==> src/rtl/data_mem_arbiter.sv <==
// Arbiter sharing the single-port data memory between the CPU (requester 0) and
// the program/debug loader (requester 1): owner-keep with burst limit and lock.
module data_mem_arbiter #(
  parameter int AW        = 8,
  parameter int DW        = 16,
  parameter int MAX_BURST = 4
) (
  input  logic          Clk,
  input  logic          Rst,
  input  logic          Req0,
  input  logic          Req1,
  input  logic          We0,
  input  logic          We1,
  input  logic [AW-1:0] Addr0,
  input  logic [AW-1:0] Addr1,
  input  logic [DW-1:0] WData0,
  input  logic [DW-1:0] WData1,
  input  logic          Lock0,
  input  logic          Lock1,
  output logic          Gnt0,
  output logic          Gnt1,
  output logic          RValid0,
  output logic          RValid1,
  output logic [DW-1:0] RData,
  output logic [AW-1:0] MemAddr,
  output logic          MemWr,
  output logic [DW-1:0] MemWData,
  input  logic [DW-1:0] MemRData,
  output logic [1:0]    OwnerOut
);

  typedef enum logic [1:0] {IDLE = 2'b00, OWN0 = 2'b01, OWN1 = 2'b10} owner_t;

  localparam int BW = $clog2(MAX_BURST + 1);
  localparam logic [BW-1:0] MAX_B = BW'(MAX_BURST);

  owner_t        owner;
  logic [BW-1:0] burst_cnt;
  logic          last_gnt;
  logic          grant;
  logic          win;
  logic          same_owner;

  function automatic logic [BW-1:0] sat_inc(input logic [BW-1:0] v);
    return (v == MAX_B) ? MAX_B : v + 1'b1;
  endfunction

  // Winner selection; grants are suppressed while reset is asserted.
  always_comb begin
    grant = 1'b0;
    win   = 1'b0;
    case (owner)
      IDLE: begin
        if (Req0 && Req1) begin
          grant = 1'b1;
          win   = ~last_gnt;
        end else if (Req0 || Req1) begin
          grant = 1'b1;
          win   = Req1;
        end
      end
      OWN0: begin
        if (Req0) begin
          grant = 1'b1;
          win   = ~(Lock0 || !Req1 || (burst_cnt < MAX_B));
        end else if (Req1) begin
          grant = 1'b1;
          win   = 1'b1;
        end
      end
      OWN1: begin
        if (Req1) begin
          grant = 1'b1;
          win   = Lock1 || !Req0 || (burst_cnt < MAX_B);
        end else if (Req0) begin
          grant = 1'b1;
          win   = 1'b0;
        end
      end
      default: begin
        grant = 1'b0;
        win   = 1'b0;
      end
    endcase
    if (!Rst) grant = 1'b0;
  end

  assign Gnt0       = grant & ~win;
  assign Gnt1       = grant & win;
  assign same_owner = win ? (owner == OWN1) : (owner == OWN0);

  assign MemAddr  = Gnt0 ? Addr0  : (Gnt1 ? Addr1  : '0);
  assign MemWData = Gnt0 ? WData0 : (Gnt1 ? WData1 : '0);
  assign MemWr    = (Gnt0 & We0) | (Gnt1 & We1);
  assign RData    = MemRData;
  assign OwnerOut = owner;

  // State update: owner, burst count, last winner and read-valid tracking
  always_ff @(posedge Clk) begin
    if (!Rst) begin
      owner     <= IDLE;
      burst_cnt <= '0;
      last_gnt  <= 1'b1;
      RValid0   <= 1'b0;
      RValid1   <= 1'b0;
    end else begin
      RValid0 <= Gnt0 & ~We0;
      RValid1 <= Gnt1 & ~We1;
      if (grant) begin
        owner     <= win ? OWN1 : OWN0;
        last_gnt  <= win;
        burst_cnt <= same_owner ? sat_inc(burst_cnt) : BW'(1);
      end else begin
        owner     <= IDLE;
        burst_cnt <= '0;
      end
    end
  end

endmodule

==> config.mk <==
export PLATFORM = sky130hd
export DESIGN_NAME = data_mem_arbiter
export DESIGN_NICKNAME = d
export VERILOG_FILES = /design/src/rtl/data_mem_arbiter.sv
export SDC_FILE = /design/constraint.sdc
export NUM_CORES = 1
export LEC_CHECK = 0
export CELL_PAD_IN_SITES_DETAIL_PLACEMENT = 1
export CELL_PAD_IN_SITES_GLOBAL_PLACEMENT = 1
export CORE_ASPECT_RATIO = 1.2
export CORE_MARGIN = 3
export CORE_UTILIZATION = 16
export CTS_CLUSTER_SIZE = 25
export DETAILED_ROUTE_END_ITERATION = 7
export PLACE_DENSITY_LB_ADDON = 0.1
export REMOVE_ABC_BUFFERS = 1
export SKIP_CTS_REPAIR_TIMING = 1
export SLEW_MARGIN = 40
export SYNTH_ARGS = -nofsm -noshare
export SYNTH_HDL_FRONTEND = slang
export SYNTH_SLANG_ARGS = --single-unit
==> constraint.sdc <==
create_clock -name Clk -period 5.4 [get_ports Clk]
set_input_delay 1.08 -clock Clk [delete_from_list [all_inputs] [get_ports Clk]]
set_output_delay 1.08 -clock Clk [all_outputs]
set_load 0.03 [all_outputs]
==> results by group <==
Status
  • Status: complete, no violations

Critical path
  • CP Launch Type: input port
  • Slowest CP cell: clkdlybuf4s50_1
  • Critical path depth: 7
  • Worst r2r dst: last_gnt$_SDFFE_PN1N_
  • Crit path top cell by count: clkdlybuf4s50_1
  • WP data required: 4.32 ns
  • Cell chain of the critical path: clkdlybuf4s50_1 > nor2b_1 > o221ai_2 > nor3_4 > buf_4 > a22o_2 > clkdlybuf4s50_1
  • CP Class: in2out
  • Worst Path Arrival: 3.45 ns
  • Worst Setup EP: MemAddr[7]
  • Crit. Startpoint: Rst
  • R2r setup slk: 3.53 ns
  • Kind of cell adding the most delay to the critical path: buffers and inverters
  • R2R depth: 7
  • CP peak stage delay: 0.72 ns
  • Worst Path Buf+Inv: 3
  • Worst R2R Start: OwnerOut[0]$_SDFF_PN0_
  • Critical path capture point type: output pin
  • CP Max Fanout: 27

Synth
  • Avg Cell Area, Syn: 9.06 µm²
  • Synth warn: 0
  • Register bit total from synthesis: 8
  • Share of flip-flops with an asynchronous set or reset: 0%
  • Top-area cell type share of the netlist area: 18.2%
  • Sequential area share after synthesis: 18.2%
  • Post-synth EDFFs: 0
  • Leading register cell type out of synthesis: dfxtp_1
  • Synth area leaders: dfxtp_1 18%, a22o_1 18%, buf_4 15%
  • Most numerous cell in the Yosys netlist: a22o_1
  • Post-synth cell types: 30
  • Gate Count Post-Synth: 97
  • Post-synth top area cell: dfxtp_1
  • Synth cell count leaders: 18 x a22o_1, 17 x buf_4, 8 x dfxtp_1, 7 x a22o_2
  • Synthesized area: 878 µm²

Route
  • Via count: 1,080
  • Detailed Route Iter0 Violations: 36
  • Vias per inst: 4.74
  • DR pass1 iterations: 4
  • Average wire per cell in the routed design: 17.3 µm
  • Final wirelength: 3.94 mm
  • Post-route DRC: 0
  • Final ANT Viol Nets: 0

Run
  • Max-cap viol count: 0

STA
  • Rel. slew slack: 65.2%
  • Setup violations, final: 0
  • Max-slew violations: 0
  • Setup TNS: 0 ns
  • Fin crit share: 84.0%
  • Final setup margin: 0.865 ns
  • Max Clock Freq: 221 MHz
  • Final Hold Fails: 0
  • RSZ-0062 raised after global routing: no
  • Minimum clock period: 4.53 ns
  • Skew final: 0.00457 ns
  • Slew at the pin closest to its max-slew limit: 0.522 ns

Die
  • Core area: 0.00511 mm²
  • I/O pins: 119
  • Die Area: 0.00642 mm²
  • Initial Util: 17.2%
  • Num rows: 28
  • Die width: 73.6 µm
  • Die height: 87.2 µm

Power
  • VDD IR max: 67.4 µV
  • Switching Fraction: 41.4%
  • Clk network pwr share: 16.0%
  • Seq pwr share: 16.6%
  • PwrDens: 253 mW/mm²
  • Leakage power: 0.628 nW
  • Internal power: 255 µW
  • Comb pwr share: 67.4%
  • Sw power: 180 µW

Place
  • RePlAce Congestion: 0.753
  • Detailed placement HPWL: 3.25 mm
  • Cells after DPL: 225
  • Pre-CTS setup slack: 0.845 ns
  • Quantity of I/O buffers inserted on ports: 86
  • Cell Area, Placed: 0.00167 mm²

Clocking
  • Clk_lat worst skew: 0.22 ns
  • Clock tree buffer depth: 2
  • H-tree lvl count: 1
  • Worst-path clk slew: 0.04 ns
  • CTS tree: built
  • Clk root buf: clkbuf_8
  • CTS sink cnt: 8
  • Clock buffer count from CTS: 3

Cells and area
  • Cell area after layout: 0.00172 mm²
  • Fin nets: 248
  • Register area: 160 µm²
  • ANT cells: 0
  • Multi-input gate area: 541 µm²
  • Share of cells above drive strength 1: 11.9%
  • Final Non-Filler Cells: 228
  • Area Growth Syn to Fin: 95.3%
  • Core Util, Final: 33.5%
  • Fill cell count: 589

Global route
  • Initial antenna violation count: 0
  • GR Util All Layers: 12.4%
  • Vias in the first global route: 1,293
  • First-pass GRT wire length: 6.18 mm
  • Largest net degree at the start of global routing: 28
  • Grt ovf: 0

Worst hold path
  • Worst min path class: reg2reg
==> how the worst min path moves through the flow <==
stage                           from                    end  slack (ns)  depth (start not counted)
2_1_floorplan  last_gnt$_SDFFE_PN1N_  last_gnt$_SDFFE_PN1N_        0.45                          2
3_3_place_gp   last_gnt$_SDFFE_PN1N_  last_gnt$_SDFFE_PN1N_        0.49                          2
3_5_place_dp   last_gnt$_SDFFE_PN1N_  last_gnt$_SDFFE_PN1N_        0.48                          2
4_1_cts        last_gnt$_SDFFE_PN1N_  last_gnt$_SDFFE_PN1N_        0.48                          2
5_1_grt        last_gnt$_SDFFE_PN1N_  last_gnt$_SDFFE_PN1N_        0.52                          2
6_report       last_gnt$_SDFFE_PN1N_  last_gnt$_SDFFE_PN1N_        0.47                          2
==> cells by family after synthesis <==
family / count (synthesis) / synth area share (%)
flip-flops: 8 / 18.2
adder cells (fa/ha/maj): 6 / 8.55
AO/OA/AOI/OAI: 39 / 40.0
buffers and inverters: 26 / 20.2
AND/OR/NAND/NOR: 18 / 13.0
==> metal layers <==
| layer | track usage [%] | vias to the layer above | wire length, µm |
|---|---|---|---|
| met5 | 0 | - | 0 |
| met4 | 3.95 | 0 | 29 |
| met3 | 9.47 | 2 | 744 |
| met2 | 19.1 | 95 | 1740 |
| met1 | 12.9 | 487 | 1430 |
| li1 | - | 496 | - |
==> metrics by stage <==
step	power (mW)	hold slack (ns)
after floorplan	0.231	0.451
after global placement	0.367	0.490
after detailed placement	0.369	0.475
after CTS	0.443	0.484
after global routing	0.463	0.522
final	0.435	0.474
==> state kept, by name, summed over array words and instances, names as in the netlist <==
signal / flops
RValid1: 1
RValid0: 1
burst_cnt: 3
last_gnt: 1
OwnerOut: 2
==> tightest hold or removal path: cells and delay by family (launching register included) <==
| family | cells | cell delay [ns] |
|---|---|---|
| buffers and inverters | 1 | 0.05 |
| AOI/OAI and AO/OA | 1 | 0.06 |
| DFF | 1 | 0.31 |
==> power by group through the flow <==
stage,combinational [mW],sequential (mW),clock (mW)
floorplan,0.152,0.0795,0
global route,0.313,0.0735,0.0763
finish,0.293,0.0722,0.0695
detailed placement,0.295,0.0734,0
global placement,0.294,0.0730,0
CTS,0.298,0.0726,0.0725
==> layout by cell type (no fill, tap or decap) <==
cell type and instances:
a22o_1 18, clkbuf_8 3, inv_1 6, a21oi_2 1, and2b_1 1, nor4_1 1, clkdlybuf4s50_1 86, nor2_1 2
o21a_2 1, nor2b_2 1, nand3_1 2, nor3_4 1, nor3_1 2, buf_4 2, a22o_2 7, or3_1 1
and3b_1 1, a31oi_1 1, o21ai_0 1, o221ai_2 2, nor4b_1 1, a21oi_1 3, dfxtp_1 8, nand2_1 3
a211oi_1 2, ha_1 6, nor2b_1 2, o21ai_1 1, o221a_4 1, o21ba_2 1
==> area by class of cell <==
| type | instances | share of cell area (%) |
|---|---|---|
| Timing Repair Buffer | 88 | 51.1 |
| Multi-Input combinational cell | 63 | 31.5 |
| Sequential cell | 8 | 9.34 |
| Tap cell | 60 | 4.38 |
| Clock buffer | 3 | 2.41 |
| Inverter | 6 | 1.31 |
(Power assumes the default switching activity.)
